## src/rtl/diff_core_pkg.sv

```systemverilog
// diff_core_pkg
//   Shared definitions for the ReLU / quantise / guard write-back block.
//   PSUM_WIDTH  : default bit width of one partial-sum channel.
//   rqg_state_t : controller states of relu_quant_guard_wb.
package diff_core_pkg;

   localparam int PSUM_WIDTH = 16;

   typedef enum logic [2:0] {
      IDLE,
      FETCH,
      WAIT,
      EVAL,
      EMIT,
      DONE
   } rqg_state_t;

endpackage

```

## src/rtl/relu_quant_lane.sv

```systemverilog
// relu_quant_lane
//   One channel of the quantiser: arithmetic right shift, ReLU, then
//   saturation to 8-bit (0..255) or 4-bit (0..15) range.
//   psum     in  PSUM_W  signed partial sum
//   shift    in  4       arithmetic right-shift amount
//   bit_mode in  1       0 = 8-bit range, 1 = 4-bit range
//   q        out 8       quantised value (upper nibble 0 in 4-bit mode)
//   nz       out 1       quantised value is nonzero
module relu_quant_lane
   import diff_core_pkg::*;
#(
   parameter int PSUM_W = PSUM_WIDTH
) (
   input  logic signed [PSUM_W-1:0] psum,
   input  logic        [3:0]        shift,
   input  logic                     bit_mode,
   output logic        [7:0]        q,
   output logic                     nz
);

   logic signed [PSUM_W-1:0] shifted;

   // Negative values clamp to zero, large positives to the mode ceiling.
   function automatic logic [7:0] relu_sat(input logic signed [PSUM_W-1:0] v,
                                           input logic                     m);
      logic signed [PSUM_W-1:0] lim;
      lim = m ? PSUM_W'(15) : PSUM_W'(255);
      if (v[PSUM_W-1])
         return 8'd0;
      else if (v > lim)
         return lim[7:0];
      else
         return v[7:0];
   endfunction

   assign shifted = psum >>> shift;
   assign q       = relu_sat(shifted, bit_mode);
   assign nz      = |q;

endmodule

```

## src/rtl/relu_quant_guard_wb.sv

```systemverilog
// relu_quant_guard_wb
//   Reads NUM_CH-channel psum words from a buffer, quantises each channel
//   (shift, ReLU, saturate) and writes feature bytes out. 8-bit mode sends a
//   nonzero-channel guard map followed by only the nonzero bytes; 4-bit mode
//   packs two channels per byte and sends every byte.
//   clk, rst_n                      clock, asynchronous active-low reset
//   ctrl_valid/ctrl_ready/ctrl_finish  job start handshake and done pulse
//   pace_i, bit_mode_i, shift_i     job configuration (latched at start)
//   rd_en, addr_o, data_i           psum buffer read port (1-cycle latency)
//   data_o, data_o_valid, fm_buf_ready         feature byte stream
//   guard_o, guard_o_valid, guard_buf_ready    guard map stream
module relu_quant_guard_wb
   import diff_core_pkg::*;
#(
   parameter int NUM_CH = 6,
   parameter int PSUM_W = PSUM_WIDTH,
   parameter int ADDR_W = 6
) (
   input  logic                     clk,
   input  logic                     rst_n,
   input  logic                     ctrl_valid,
   output logic                     ctrl_ready,
   output logic                     ctrl_finish,
   input  logic [15:0]              pace_i,
   input  logic                     bit_mode_i,
   input  logic [3:0]               shift_i,
   output logic                     rd_en,
   output logic [ADDR_W-1:0]        addr_o,
   input  logic [NUM_CH*PSUM_W-1:0] data_i,
   output logic [7:0]               data_o,
   output logic                     data_o_valid,
   input  logic                     fm_buf_ready,
   output logic [NUM_CH-1:0]        guard_o,
   output logic                     guard_o_valid,
   input  logic                     guard_buf_ready
);

   localparam int NBYTES = (NUM_CH + 1) / 2;
   localparam int BYTE_W = $clog2(NBYTES + 1);

   rqg_state_t        state;
   logic [15:0]       pace_r;
   logic [15:0]       word_cnt;
   logic              mode_r;
   logic [3:0]        shift_r;
   logic [NUM_CH-1:0] pend_p1;
   logic [BYTE_W-1:0] byte_idx;
   logic [7:0]        q_p1 [NUM_CH];

   logic [7:0]        lane_q [NUM_CH];
   logic [NUM_CH-1:0] lane_nz;
   logic [NUM_CH-1:0] sel_oh;
   logic [7:0]        q_sel;
   logic [7:0]        nib_byte [NBYTES];
   logic [7:0]        nib_sel;
   logic [15:0]       nxt_cnt;
   logic              more_words;

   for (genvar i = 0; i < NUM_CH; i++) begin : g_lane
      relu_quant_lane #(
         .PSUM_W (PSUM_W)
      ) u_lane (
         .psum     (data_i[i*PSUM_W +: PSUM_W]),
         .shift    (shift_r),
         .bit_mode (mode_r),
         .q        (lane_q[i]),
         .nz       (lane_nz[i])
      );
   end

   // Lowest pending channel as a one-hot: x & -x isolates the lowest set bit,
   // so the encoder scales with NUM_CH without a lookup table.
   assign sel_oh = pend_p1 & (~pend_p1 + NUM_CH'(1));

   always_comb begin
      q_sel = '0;
      for (int i = 0; i < NUM_CH; i++)
         if (sel_oh[i]) q_sel = q_sel | q_p1[i];
   end

   // 4-bit packing: even channel in the low nibble, odd in the high nibble.
   for (genvar k = 0; k < NBYTES; k++) begin : g_nib
      if (2*k + 1 < NUM_CH) begin : g_pair
         assign nib_byte[k] = {q_p1[2*k+1][3:0], q_p1[2*k][3:0]};
      end else begin : g_odd
         assign nib_byte[k] = {4'h0, q_p1[2*k][3:0]};
      end
   end

   always_comb begin
      nib_sel = '0;
      for (int k = 0; k < NBYTES; k++)
         if (byte_idx == BYTE_W'(k)) nib_sel = nib_byte[k];
   end

   assign nxt_cnt    = word_cnt + 16'd1;
   assign more_words = nxt_cnt < pace_r;

   // ---- stage p1: quantised word captured the cycle after the read ----
   always_ff @(posedge clk) begin
      if (state == WAIT) q_p1 <= lane_q;
   end

   always_ff @(posedge clk or negedge rst_n) begin
      if (!rst_n) begin
         state         <= IDLE;
         ctrl_ready    <= 1'b1;
         ctrl_finish   <= 1'b0;
         rd_en         <= 1'b0;
         addr_o        <= '0;
         data_o        <= '0;
         data_o_valid  <= 1'b0;
         guard_o       <= '0;
         guard_o_valid <= 1'b0;
         pace_r        <= '0;
         mode_r        <= 1'b0;
         shift_r       <= '0;
         word_cnt      <= '0;
         pend_p1       <= '0;
         byte_idx      <= '0;
      end else begin
         case (state)
            IDLE: begin
               if (ctrl_valid) begin
                  pace_r     <= pace_i;
                  mode_r     <= bit_mode_i;
                  shift_r    <= shift_i;
                  word_cnt   <= '0;
                  ctrl_ready <= 1'b0;
                  if (pace_i == 16'd0) begin
                     state       <= DONE;
                     ctrl_finish <= 1'b1;
                  end else begin
                     state  <= FETCH;
                     rd_en  <= 1'b1;
                     addr_o <= '0;
                  end
               end
            end

            FETCH: begin
               rd_en <= 1'b0;
               state <= WAIT;
            end

            WAIT: begin
               state    <= EVAL;
               pend_p1  <= mode_r ? '0 : lane_nz;
               byte_idx <= '0;
               if (!mode_r) begin
                  guard_o       <= lane_nz;
                  guard_o_valid <= 1'b1;
               end
            end

            EVAL: begin
               if (mode_r) begin
                  data_o       <= nib_byte[0];
                  data_o_valid <= 1'b1;
                  byte_idx     <= BYTE_W'(1);
                  state        <= EMIT;
               end else if (guard_buf_ready) begin
                  guard_o       <= '0;
                  guard_o_valid <= 1'b0;
                  if (|pend_p1) begin
                     data_o       <= q_sel;
                     data_o_valid <= 1'b1;
                     pend_p1      <= pend_p1 & ~sel_oh;
                     state        <= EMIT;
                  end else if (more_words) begin
                     // All-zero word: only its guard goes out.
                     state    <= FETCH;
                     rd_en    <= 1'b1;
                     addr_o   <= nxt_cnt[ADDR_W-1:0];
                     word_cnt <= nxt_cnt;
                  end else begin
                     state       <= DONE;
                     ctrl_finish <= 1'b1;
                  end
               end
            end

            EMIT: begin
               if (fm_buf_ready) begin
                  if (!mode_r && (|pend_p1)) begin
                     data_o  <= q_sel;
                     pend_p1 <= pend_p1 & ~sel_oh;
                  end else if (mode_r && (byte_idx < BYTE_W'(NBYTES))) begin
                     data_o   <= nib_sel;
                     byte_idx <= byte_idx + BYTE_W'(1);
                  end else begin
                     data_o       <= '0;
                     data_o_valid <= 1'b0;
                     if (more_words) begin
                        state    <= FETCH;
                        rd_en    <= 1'b1;
                        addr_o   <= nxt_cnt[ADDR_W-1:0];
                        word_cnt <= nxt_cnt;
                     end else begin
                        state       <= DONE;
                        ctrl_finish <= 1'b1;
                     end
                  end
               end
            end

            DONE: begin
               ctrl_finish <= 1'b0;
               ctrl_ready  <= 1'b1;
               state       <= IDLE;
            end

            default: begin
               state <= IDLE;
            end
         endcase
      end
   end

endmodule
```

## config.mk

```make
export PLATFORM = sky130hd
export DESIGN_NAME = relu_quant_guard_wb
export DESIGN_NICKNAME = d
export VERILOG_FILES = /design/src/rtl/diff_core_pkg.sv /design/src/rtl/relu_quant_lane.sv /design/src/rtl/relu_quant_guard_wb.sv
export SDC_FILE = /design/constraint.sdc
export NUM_CORES = 1
export LEC_CHECK = 0
export CAP_MARGIN = 40
export CORE_UTILIZATION = 52
export CTS_BUF_LIST = sky130_fd_sc_hd__clkbuf_8 sky130_fd_sc_hd__clkbuf_16
export DETAILED_ROUTE_END_ITERATION = 10
export PLACE_DENSITY = 0.81
export SYNTH_ARGS = -nofsm -noshare
export SYNTH_HDL_FRONTEND = slang
export SYNTH_SLANG_ARGS = --single-unit
```

## constraint.sdc

```tcl
create_clock -name clk -period 3.5 [get_ports clk]
set_input_delay 0.7 -clock clk [delete_from_list [all_inputs] [get_ports clk]]
set_output_delay 0.7 -clock clk [all_outputs]
set_load 0.01 [all_outputs]
```

Word level (Yosys, flattened, before mapping). Index checks and enable logic that the tools add are counted.

Word-level logic and storage cells: 209. Register bits: 121.

$add $sub $neg: 3. Shift operators: 6. Reductions and logical operators: 32. Bitwise logic cells: 9. Equal/unequal tests: 23. $lt $le $gt $ge: 8. Muxes and demuxes: 107.

Operators by type and width (number): $mux 8 (28); $mux 16 (8); $mux 6 (18); $sshr 16x4->16 (6); $gt 16x16->1 (5); $pmux 16 s3 (1); $reduce_or 8->1 (6); $or 8x8->8 (5); $pmux 6 s3 (2); $mux 1 (28); $ne 2x2->1 const B (14); $mux 3 (9); $reduce_and 9->1 (3); $add 16x1->16 const B (1); $gt 16x9->1 (1); $logic_not 16->1 (1); $lt 16x16->1 (1); $pmux 8 s2 (1); $pmux 3 s5 (1); $and 6x6->6 (2); $not 6->6 (2); $pmux 6 s2 (1); $reduce_and 6->1 (2); $reduce_and 5->1 (2); other kinds (24) (40).

Depth between registers and ports, before layout.
Word-level depth: 18. Mapped depth: 18. Gate-level depth less buffers: 15.

Hierarchy. A second synthesis with hierarchy kept.

Cell total of the unflattened synthesis: 1281. Area, all modules: 12816.0 um^2.

Modules (own cells, without submodules): relu_quant_guard_wb (area an instance 6214.7 um^2, cells an instance 590, times used 1); relu_quant_lane at g_lane[0].u_lane ... (area an instance 1114.8 um^2, cells an instance 116, times used 5); relu_quant_lane at g_lane[5].u_lane (area an instance 1027.2 um^2, cells an instance 111, times used 1).

Worst setup path before layout. No wires, ideal clock.

Path kind: register to register. Start point: reg state[2]. End point: reg pend_p1[5]. Arrival: 3.430 ns. Required time: 3.375 ns. Clock period less this slack: 3.555 ns. Setup slack: -0.055 ns. Path buffers: 1. Cell stages (with the launch flop): 7. Setup time: 0.125 ns. Path through: dfrtp_1 clkbuf_1 nand2b_1 nor2_1 a311oi_1 o21ai_0 nand2b_1.

Word-level cells in the longest chain between the ends: 3. Elaborated cells between the ends (all ways): 11. Those cells by class: eq/ne: 8; mux: 1; reduce/logical: 2.

Ends and longest elaborated chain: start, declared (RTL line relu_quant_guard_wb.sv:41) `rqg_state_t state;`; start signal, assigned (RTL line relu_quant_guard_wb.sv:106) `state <= IDLE;`; start signal, assigned (RTL line relu_quant_guard_wb.sv:131) `state <= DONE;`; start signal, assigned (RTL line relu_quant_guard_wb.sv:134) `state <= FETCH;`; $eq 3x3->1 or $eq 3x2->1 (tied branches) (RTL line relu_quant_guard_wb.sv:122) `case (state)`; $ne 2x2->1 (no line) or $reduce_bool 3->1 (tied branches); $reduce_and 6->1 (no line); end signal, assigned (RTL line relu_quant_guard_wb.sv:148) `pend_p1 <= mode_r ? '0 : lane_nz;`; end signal, assigned (RTL line relu_quant_guard_wb.sv:168) `pend_p1 <= pend_p1 & ~sel_oh;`; end signal, assigned (RTL line relu_quant_guard_wb.sv:187) `pend_p1 <= pend_p1 & ~sel_oh;`; end, declared (RTL line relu_quant_guard_wb.sv:46) `logic [NUM_CH-1:0] pend_p1;`.

Parallel ways exist; a longest one is shown, timed or not. A chain may end at the register's enable or synchronous reset.

Worst setup path in the final report.
Start point: reg shift_r[1]. End point: reg q_p1[29] (netlist name) (data pin).

Word-level cells in the longest chain between the ends: 4.

Ends and longest elaborated chain: start, declared (RTL line relu_quant_guard_wb.sv:45) `logic [3:0] shift_r;`; start signal, assigned (RTL line relu_quant_guard_wb.sv:127) `shift_r <= shift_i;`; $sshr 16x4->16 * (RTL line relu_quant_lane.sv:36) `assign shifted = psum >>> shift;`; $gt 16x16->1 (RTL line relu_quant_lane.sv:30) `else if (v > lim)`; $mux 8 (RTL line relu_quant_lane.sv:30); $mux 8 * (RTL line relu_quant_lane.sv:28) `if (v[PSUM_W-1])`; net g_lane[2].u_lane.q[5] (RTL line relu_quant_lane.sv:17) `output logic [7:0] q,`; end signal, assigned (RTL line relu_quant_guard_wb.sv:101) `if (state == WAIT) q_p1 <= lane_q;`; end, declared (RTL line relu_quant_guard_wb.sv:48) `logic [7:0] q_p1 [NUM_CH];`.

The timed path passes the listed nets; every way through them passes the cells marked *.

==> results.md <==
- Ys flop type: dfrtp_1
- Clock share of power: 0.112
- DRT Pass-1 Iters: 6
- Final Worst Setup Slack: -0.0756 ns
- Share of the synthesized area in the top cell type: 0.156
- Top cell type by total area after synthesis: dfrtp_1
- Pins over their slew limit: 0
- DR vias: approximately 11000
- Worst reg2reg startpoint: shift_r[1]$_DFFE_PN0P_
- Syn nets: 1379
- Comb pwr share: 0.707
- DRC viols: 0
- Final setup viols: 4
- First-pass GRT wire length: between 50000 and 60000 µm
- Nets: about 1700
- Placed insts: ~1700
- Crit path depth: 12
- Leading cell type in the layout, fill and taps excluded: buf_4
- RSZ-0062 raised after global routing: yes
- Cells after synthesis: roughly 1200
- Seq/Total Area, Yosys: 0.283
- Initial core utilization: 0.529
- GPL Wtd Cong: roughly 0.97
- Sw Ratio: 0.445
- Later-pin clock latency in the skew report: 0.42 ns
- Critical Path Source: shift_r[1]$_DFFE_PN0P_
- Die ar.: between 20000 and 25000 µm²
- Grt total ovfl: 0
- Worst reg2reg endpoint: q_p1[29]$_DFFE_PP_
- Number of synthesized flops with an enable pin: 48
- DP HPWL: approximately 27000 µm
- Design area: between 15000 and 20000 µm²
- Flop pwr share: 0.181
- Peak VDD IR: approximately 520 µV
- Failing checks: setup timing
- Avg Inst Size Synth: 9.51 µm²
- Min-Delay Path Class: in -> async
- Setup CP Type: reg -> reg
- Core Box Area: 21800 µm²
- Pleak: 6.49 nW
- Synth Cell Area: 11500 µm²
- Antenna cells: 0
- IO Pins: ~150
- CP Capture Type: flip-flop
- Largest net degree at the start of global routing: roughly 70
- TNS Setup: -0.276 ns
- FILL cells: roughly 1600
- Arrival @ worst endpoint: 3.75 ns
- Power Total: between 10 and 15 mW
- Fin crit share: 1.02
- CTS tree: done
- Syn-to-layout area delta: 32.3%
- Ranking of synthesized cells by area: dfrtp_1 (16%), mux4_2 (13%), edfxtp_1 (12%), nand2_1 (5.5%), ha_1 (4.8%)
- Internal: a little over 8 mW
- Synth Register Bits: roughly 120
- WP buf/inv: 2
- CTS Buf Count: 17
- Root Driver: clkbuf_16
- Detailed Route WL: around 36000 µm
- Clk slew on worst S/H paths: approximately 0.050 ns
- CP Data Required Time: 3.67 ns
- CTS H-tree lvls: 4
- Crit path to: q_p1[29]$_DFFE_PP_
- FP Rows: 54
- Net Sw Power: 6.45 mW
- 1st-iter DRT viols: ~1100
- DRT antenna net count: 0
- R2R cell count: 12
- IO Port Bufs: between 100 and 150
- Core Util, Final: 0.700
- Status: finished with violations
- Slew @ Worst Pin: between 0.8 and 0.9 ns
- Fmax: about 280 MHz
- Worst-path maximum fanout: 14
- Post-DR vias/cell: about 6.4
- Final non-filler cell total: 1784
- Period minus WS final: between 3 and 4 ns
- Syn. warnings: 0
- Die width: ~150 µm
- Hold Buf Count CTS: 0
- Final Hold Vio Count: 0
- Rel. slew slack: 0.448
- Most frequent cells in the layout: buf_4 (185), nand2_1 (167), clkdlybuf4s50_1 (136)
- Netlist cell types: 94
- Post-DR wirelength/cell: 20.3 µm
- Top delay family on crit path: multiplexers
- CTS max path bufs: 2
- Crit path launch type: flip-flop
- Vias in the first global route: 10700
- Placed Area: 14300 µm²
- Share of cells above drive strength 1: 0.272
- Worst path slowest cell: mux4_2
- Post-synthesis async set-or-reset flop share: 0.603
- Pwr/cell area: roughly 950 nW/µm²
- Initial antenna violation count: 0
- Cell Chain, Critical Path: buf_8 -> buf_12 -> mux4_2 -> and2_1 -> o32a_1 -> ha_1 -> nand4_1 -> nor2_1 -> o21ai_1 -> o41a_1 -> nor2_4 -> mux2_4
- Slowest stage delay, CP: about 0.53 ns
- Worst Clk Skew: 0.00651 ns
- Clock tree sinks: 121
- Die Span Y: ~150 µm
- Overall Global Routing Usage: 0.316
- R2r setup slk: -0.08 ns
- Maxcap violations: 0
[cells by family (layout without fill, tap and decap cells)]
family,after synthesis,count (layout),synth area share
and+or+nand+nor,395,395,0.166
DFF,121,121,0.283
adders and majority gates,44,44,0.0477
muxes,161,161,0.231
buffers and inverters,128,419,0.0593
AOI/OAI and AO/OA,350,350,0.202
xor gates and xnor gates,14,14,0.0106
[routing by layer]
layer | track usage | part of all wire
met5 | 0 | 0
met4 | 0.0970 | 0.031
met3 | 0.0422 | 0.082
met2 | 0.512 | 0.47
met1 | 0.441 | 0.42
[synth_stat cells, types with 28 or more instances]
cell      count
a21oi_1      74
clkbuf_1     32
dfrtp_1      72
edfxtp_1     48
ha_1         44
inv_1        41
mux2_2       40
mux2i_1      43
mux4_2       68
nand2_1     170
nand3_1      28
nor2_1       62
o21ai_0      97
[power by group through the flow]
stage / Clock [mW] / Sequential [mW] / Combinational, mW
finish: 1.62 / 2.62 / 10.2
global route: 1.70 / 2.66 / 11.0
CTS: 1.64 / 2.62 / 9.54
detailed placement: 0 / 2.70 / 9.29
global placement: 0 / 2.67 / 9.01
floorplan: 0 / 2.44 / 6.38
[what timing repair did]
item,4_1_cts,5_1_grt
pin swaps,1,16
cloned,0,0
buffers inserted,8,7
endpoints found under the setup margin,41,64
gates resized for setup,7,68
[flip-flops by register name, indices dropped and copies added (netlist names), 6 cells and up]
name	count
q_p1	24
pace_r	16
pend_p1	6
data_o	8
word_cnt	16
nib_byte	24
guard_o	6
addr_o	6
[through the flow]
| stage | setup WS [ns] | hold slack, ns |
|---|---|---|
| after floorplan | 0.0502 | 0.404 |
| after global placement | -0.384 | 0.452 |
| after detailed placement | -0.445 | 0.464 |
| after CTS | 0.0141 | 0.0859 |
| after global routing | -0.164 | 0.0904 |
| final | -0.0756 | 0.0900 |
[area by class of cell]
| class | count | area (µm²) | area share |
|---|---|---|---|
| inverter | 42 | 158 | 0.0103 |
| sequential | 121 | 3280 | 0.215 |
| timing repair buffer | 345 | 3090 | 0.203 |
| multi-input combinational | 964 | 7830 | 0.512 |
| clock buffer | 20 | 489 | 0.0320 |
| tap | 280 | 350 | 0.0229 |
| clock inverter | 12 | 73.8 | 0.00483 |
[worst min path at each step]
stage	from	endpoint	slack, ns	cells past startpoint
after global placement	guard_o[0]$_DFFE_PN0P_	guard_o[0]$_DFFE_PN0P_	0.45	2
after detailed placement	guard_o[4]$_DFFE_PN0P_	guard_o[4]$_DFFE_PN0P_	0.46	2
final	rst_n	shift_r[1]$_DFFE_PN0P_	0.09	1
after CTS	rst_n	shift_r[0]$_DFFE_PN0P_	0.09	1
after global routing	rst_n	shift_r[1]$_DFFE_PN0P_	0.09	1
after floorplan	rst_n	addr_o[0]$_DFFE_PN0P_	0.40	0
No activity file was read; power rests on OpenSTA's default activity.
